File: src/rtl/stereo_sample_fifo.sv
// Stereo sample FIFO: captures one {left,right} word per I2S frame
// and presents it first-word fall-through with drop accounting.
module stereo_sample_fifo #(
  parameter int DEPTH = 16,
  parameter int AW    = 4
) (
  input  logic          ck,
  input  logic          rst,
  input  logic [5:0]    frame_posn,
  input  logic [15:0]   left,
  input  logic [15:0]   right,
  output logic [31:0]   out_data,
  output logic          out_valid,
  input  logic          out_ready,
  output logic [AW:0]   level,
  output logic          overflow,
  output logic [7:0]    drops,
  input  logic          clr_ovf
);

  localparam int unsigned DEPTH_U = DEPTH;
  localparam logic [AW:0] LVL_FULL = DEPTH_U[AW:0];

  logic [31:0]   mem [DEPTH];
  logic [AW-1:0] wr_ptr;
  logic [AW-1:0] rd_ptr;
  logic [5:0]    prev_posn;

  logic strobe;
  logic full;
  logic pop;
  logic wr_en;
  logic drop;

  // Rising into frame position 0 marks exactly one capture per frame.
  assign strobe = (frame_posn == 6'd0) && (prev_posn != 6'd0);
  assign full   = (level == LVL_FULL);
  assign pop    = out_valid && out_ready;
  assign wr_en  = strobe && (!full || pop);
  assign drop   = strobe && full && !pop;

  assign out_valid = (level != '0);
  assign out_data  = mem[rd_ptr];

  always_ff @(posedge ck) begin
    if (!rst && wr_en) begin
      mem[wr_ptr] <= {left, right};
    end
  end

  always_ff @(posedge ck) begin
    if (rst) begin
      wr_ptr    <= '0;
      rd_ptr    <= '0;
      level     <= '0;
      overflow  <= 1'b0;
      drops     <= 8'd0;
      prev_posn <= 6'd0;
    end else begin
      prev_posn <= frame_posn;
      if (wr_en) begin
        wr_ptr <= wr_ptr + 1'b1;
      end
      if (pop) begin
        rd_ptr <= rd_ptr + 1'b1;
      end
      unique case ({wr_en, pop})
        2'b10:   level <= level + 1'b1;
        2'b01:   level <= level - 1'b1;
        default: level <= level;
      endcase
      // A drop coinciding with a clear restarts the count at one.
      if (drop) begin
        overflow <= 1'b1;
        if (clr_ovf) begin
          drops <= 8'd1;
        end else if (drops != 8'hff) begin
          drops <= drops + 8'd1;
        end
      end else if (clr_ovf) begin
        overflow <= 1'b0;
        drops    <= 8'd0;
      end
    end
  end

endmodule

File: config.mk
export PLATFORM = sky130hd
export DESIGN_NAME = stereo_sample_fifo
export DESIGN_NICKNAME = d
export VERILOG_FILES = /design/src/rtl/stereo_sample_fifo.sv
export SDC_FILE = /design/constraint.sdc
export NUM_CORES = 1
export LEC_CHECK = 0
export CAP_MARGIN = 20
export CORE_MARGIN = 8
export CORE_UTILIZATION = 30
export CTS_CLUSTER_SIZE = 10
export DETAILED_ROUTE_END_ITERATION = 12
export PLACE_DENSITY = 0.49
export SLEW_MARGIN = 20
export SYNTH_ARGS = -nofsm -noshare
export SYNTH_HDL_FRONTEND = slang
export SYNTH_SLANG_ARGS = --single-unit
File: constraint.sdc
create_clock -name ck -period 8.45 [get_ports ck]
set_input_delay 1.69 -clock ck [delete_from_list [all_inputs] [get_ports ck]]
set_output_delay 1.69 -clock ck [all_outputs]
set_load 0.05 [all_outputs]
==> reports/results.ini <==
[sta]
slew_violations=0
max-slew-margin-rel=0.352
period_minus_slack_ns=5.65
fmax_mhz=177
max_slew.worst_pin.slew_ns=0.972
hold_viol_final=0
final.setup.tns_ns=0
grt_setup_unrepaired=false
period_share=0.668
setup_viol=0
clock_skew_ns=0.0250

[synth]
ys_ff_latch=544
yosys-top-cells-area=edfxtp_1 74%, mux4_2 17%, dfxtp_1 3.1%, nor2_1 0.76%, ha_1 0.54%
synth_top_area_share=0.741
async_reset_ff_frac=0
syn_area_per_cell_um2=23.3
synthFlopType=edfxtp_1
yosys.area.top_type=edfxtp_1
synth_edf_count=512
synth_cells=890
ys_warn_count=0
synth-seq-area-share=0.772
ys_types=40
syn-num-nets=942
syn_area_mm2=0.0208

[clocking]
cts_tree=yes
clock_path_buffers=3
postCtsHoldBufs=0
clockRootBuffer=clkbuf_16
cts_sinks=544
cts_buffers=66
htree_levels=3
worstSkewPairLatency_ns=0.59
postCtsSetupRepairBufs=0
cts_resized=0
clkTransAtPathRegs_ns=0.06

[placement]
place_hpwl_mm=23.7
numPortBuffers=88
gp_congestion=0.678

[layout]
synthToLayoutAreaGrowth_pct=19.4
final_common_cell=edfxtp_1
nets=1078
layout-drive-gt1-share=0.276
fillerInstances=6265
multiInputGateArea_mm2=0.00464
regArea_mm2=0.0160
layout_common_cells=512 x edfxtp_1, 160 x mux4_2, 88 x clkdlybuf4s50_1

[drt]
vias_per_cell=4.75
firstDrtPassIters=7
dr.first_iter.drc_count=677
drc=0
num_vias=9410
drtAntennaViolNets=0
wl_per_cell_um=24.7
drt-total-wl_mm=49.0

[die]
dieArea_mm2=0.0778
initial_core_util=0.303
ios=89
coreArea_mm2=0.0686
die_y_um=279
rows=96
die_w_um=279

[setup_path]
slowest_stage=dfxtp_4
crit_top_cell=mux4_2
start_kind=flip-flop
endpoint_kind=output port
cp_cell_sequence=buf_4 > mux4_2 > mux4_2 > clkdlybuf4s50_1
r2r_slack_ns=5.27
path_max_fanout=37
worst_path_dominant_cell_family=buffers and inverters
path_buf_inv=2
cpPeakStageDelay_ns=0.88
worstPathArrival_ns=3.96
critical_path_class=reg -> out
required_ns=6.76

[global_routing]
grt_max_degree=52
overflow=0
antenna_found_initial=6
grt_pass1_wl_mm=71.8
grt_pass1_vias=10300
track_usage=0.126

[min_path]
hold_class=reg -> reg

[power]
max-vdd-ir-drop_mv=0.204
power.total_mw=6.86
powerDensity_mw_per_mm2=277
p_leak_nw=7.39

[run]
cap_violations=0

[status]
status=completed

[flip-flops by register name (all words and copies together), names as in the netlist, named ones only]
name,count
prev_posn,6
drops,8
rd_ptr,4
mem,512
wr_ptr,4
level,5
overflow,1
[path summary, 6_finish.rpt]
path | end | from | cells after the start
max | out_data[12] | flip-flop | 4
min | overflow | overflow | 2
max reg2reg | level[4] | level[1] | 10
min reg2reg | overflow | overflow | 2
[metal layers]
metal / vias up / track usage / part of all wire
li1: 4021 / - / -
met1: 5121 / 0.170 / 0.45
met2: 214 / 0.202 / 0.48
met3: 50 / 0.0301 / 0.050
met4: 4 / 0.0374 / 0.015
met5: - / 0 / 0.00047
[through the flow]
step	hold slack [ns]	worst slack, ns	util	std cells	instance area, um2
2_1_floorplan	0.485	4.03	-	890	20800
3_3_place_gp	0.499	3.29	0.334	1889	22900
3_5_place_dp	0.491	3.27	0.334	1889	22900
4_1_cts	0.520	2.62	0.361	1979	24800
5_1_grt	0.557	2.52	0.361	1979	24800
6_report	0.525	2.80	0.361	1982	24800
[cells in the mapped netlist (3+ instances only)]
| cell type | count |
|---|---|
| xnor2_1 | 11 |
| edfxtp_1 | 512 |
| buf_2 | 14 |
| a21oi_1 | 6 |
| xor2_1 | 4 |
| mux2i_1 | 5 |
| nor4_1 | 5 |
| nor2_1 | 42 |
| ha_1 | 9 |
| inv_1 | 8 |
| mux4_2 | 160 |
| nand4_1 | 4 |
| nor2b_1 | 8 |
| dfxtp_1 | 32 |
| buf_1 | 7 |
| clkbuf_1 | 21 |
| nand3b_1 | 3 |
| nand2_1 | 10 |
| nand3_1 | 4 |
[power breakdown]
| group | switching (mW) | internal (mW) | total, mW |
|---|---|---|---|
| sequential | 0.0888 | 2.97 | 3.06 |
| clock | 1.04 | 1.45 | 2.49 |
| combinational | 0.659 | 0.652 | 1.31 |
| total | 1.79 | 5.07 | 6.86 |
[logic make-up after synthesis]
group                      after synthesis  share of synthesized area
and+or+nand+nor                         89                     0.0218
DFF                                    544                      0.772
buffers and inverters                   51                     0.0104
adders and majority gates               10                    0.00639
AOI/OAI and AO/OA                       14                    0.00543
xor gates and xnor gates                15                    0.00633
muxes                                  167                      0.178
[final cells by class]
class	instances	share of cell area
Tap cell	931	0.0470
Clock buffer	79	0.0704
Multi-Input combinational cell	295	0.187
Clock inverter	11	0.00379
Sequential cell	544	0.647
Inverter	8	0.00121
Timing Repair Buffer	111	0.0430
Antenna cell	3	0.000303
[worst min-delay path: cells and delay by family, from the launching register on]
kind,cells,cell delay (ns)
and+or+nand+nor,1,0.08
DFF,1,0.34
AOI/OAI and AO/OA,1,0.07
(Power assumes the default switching activity.)
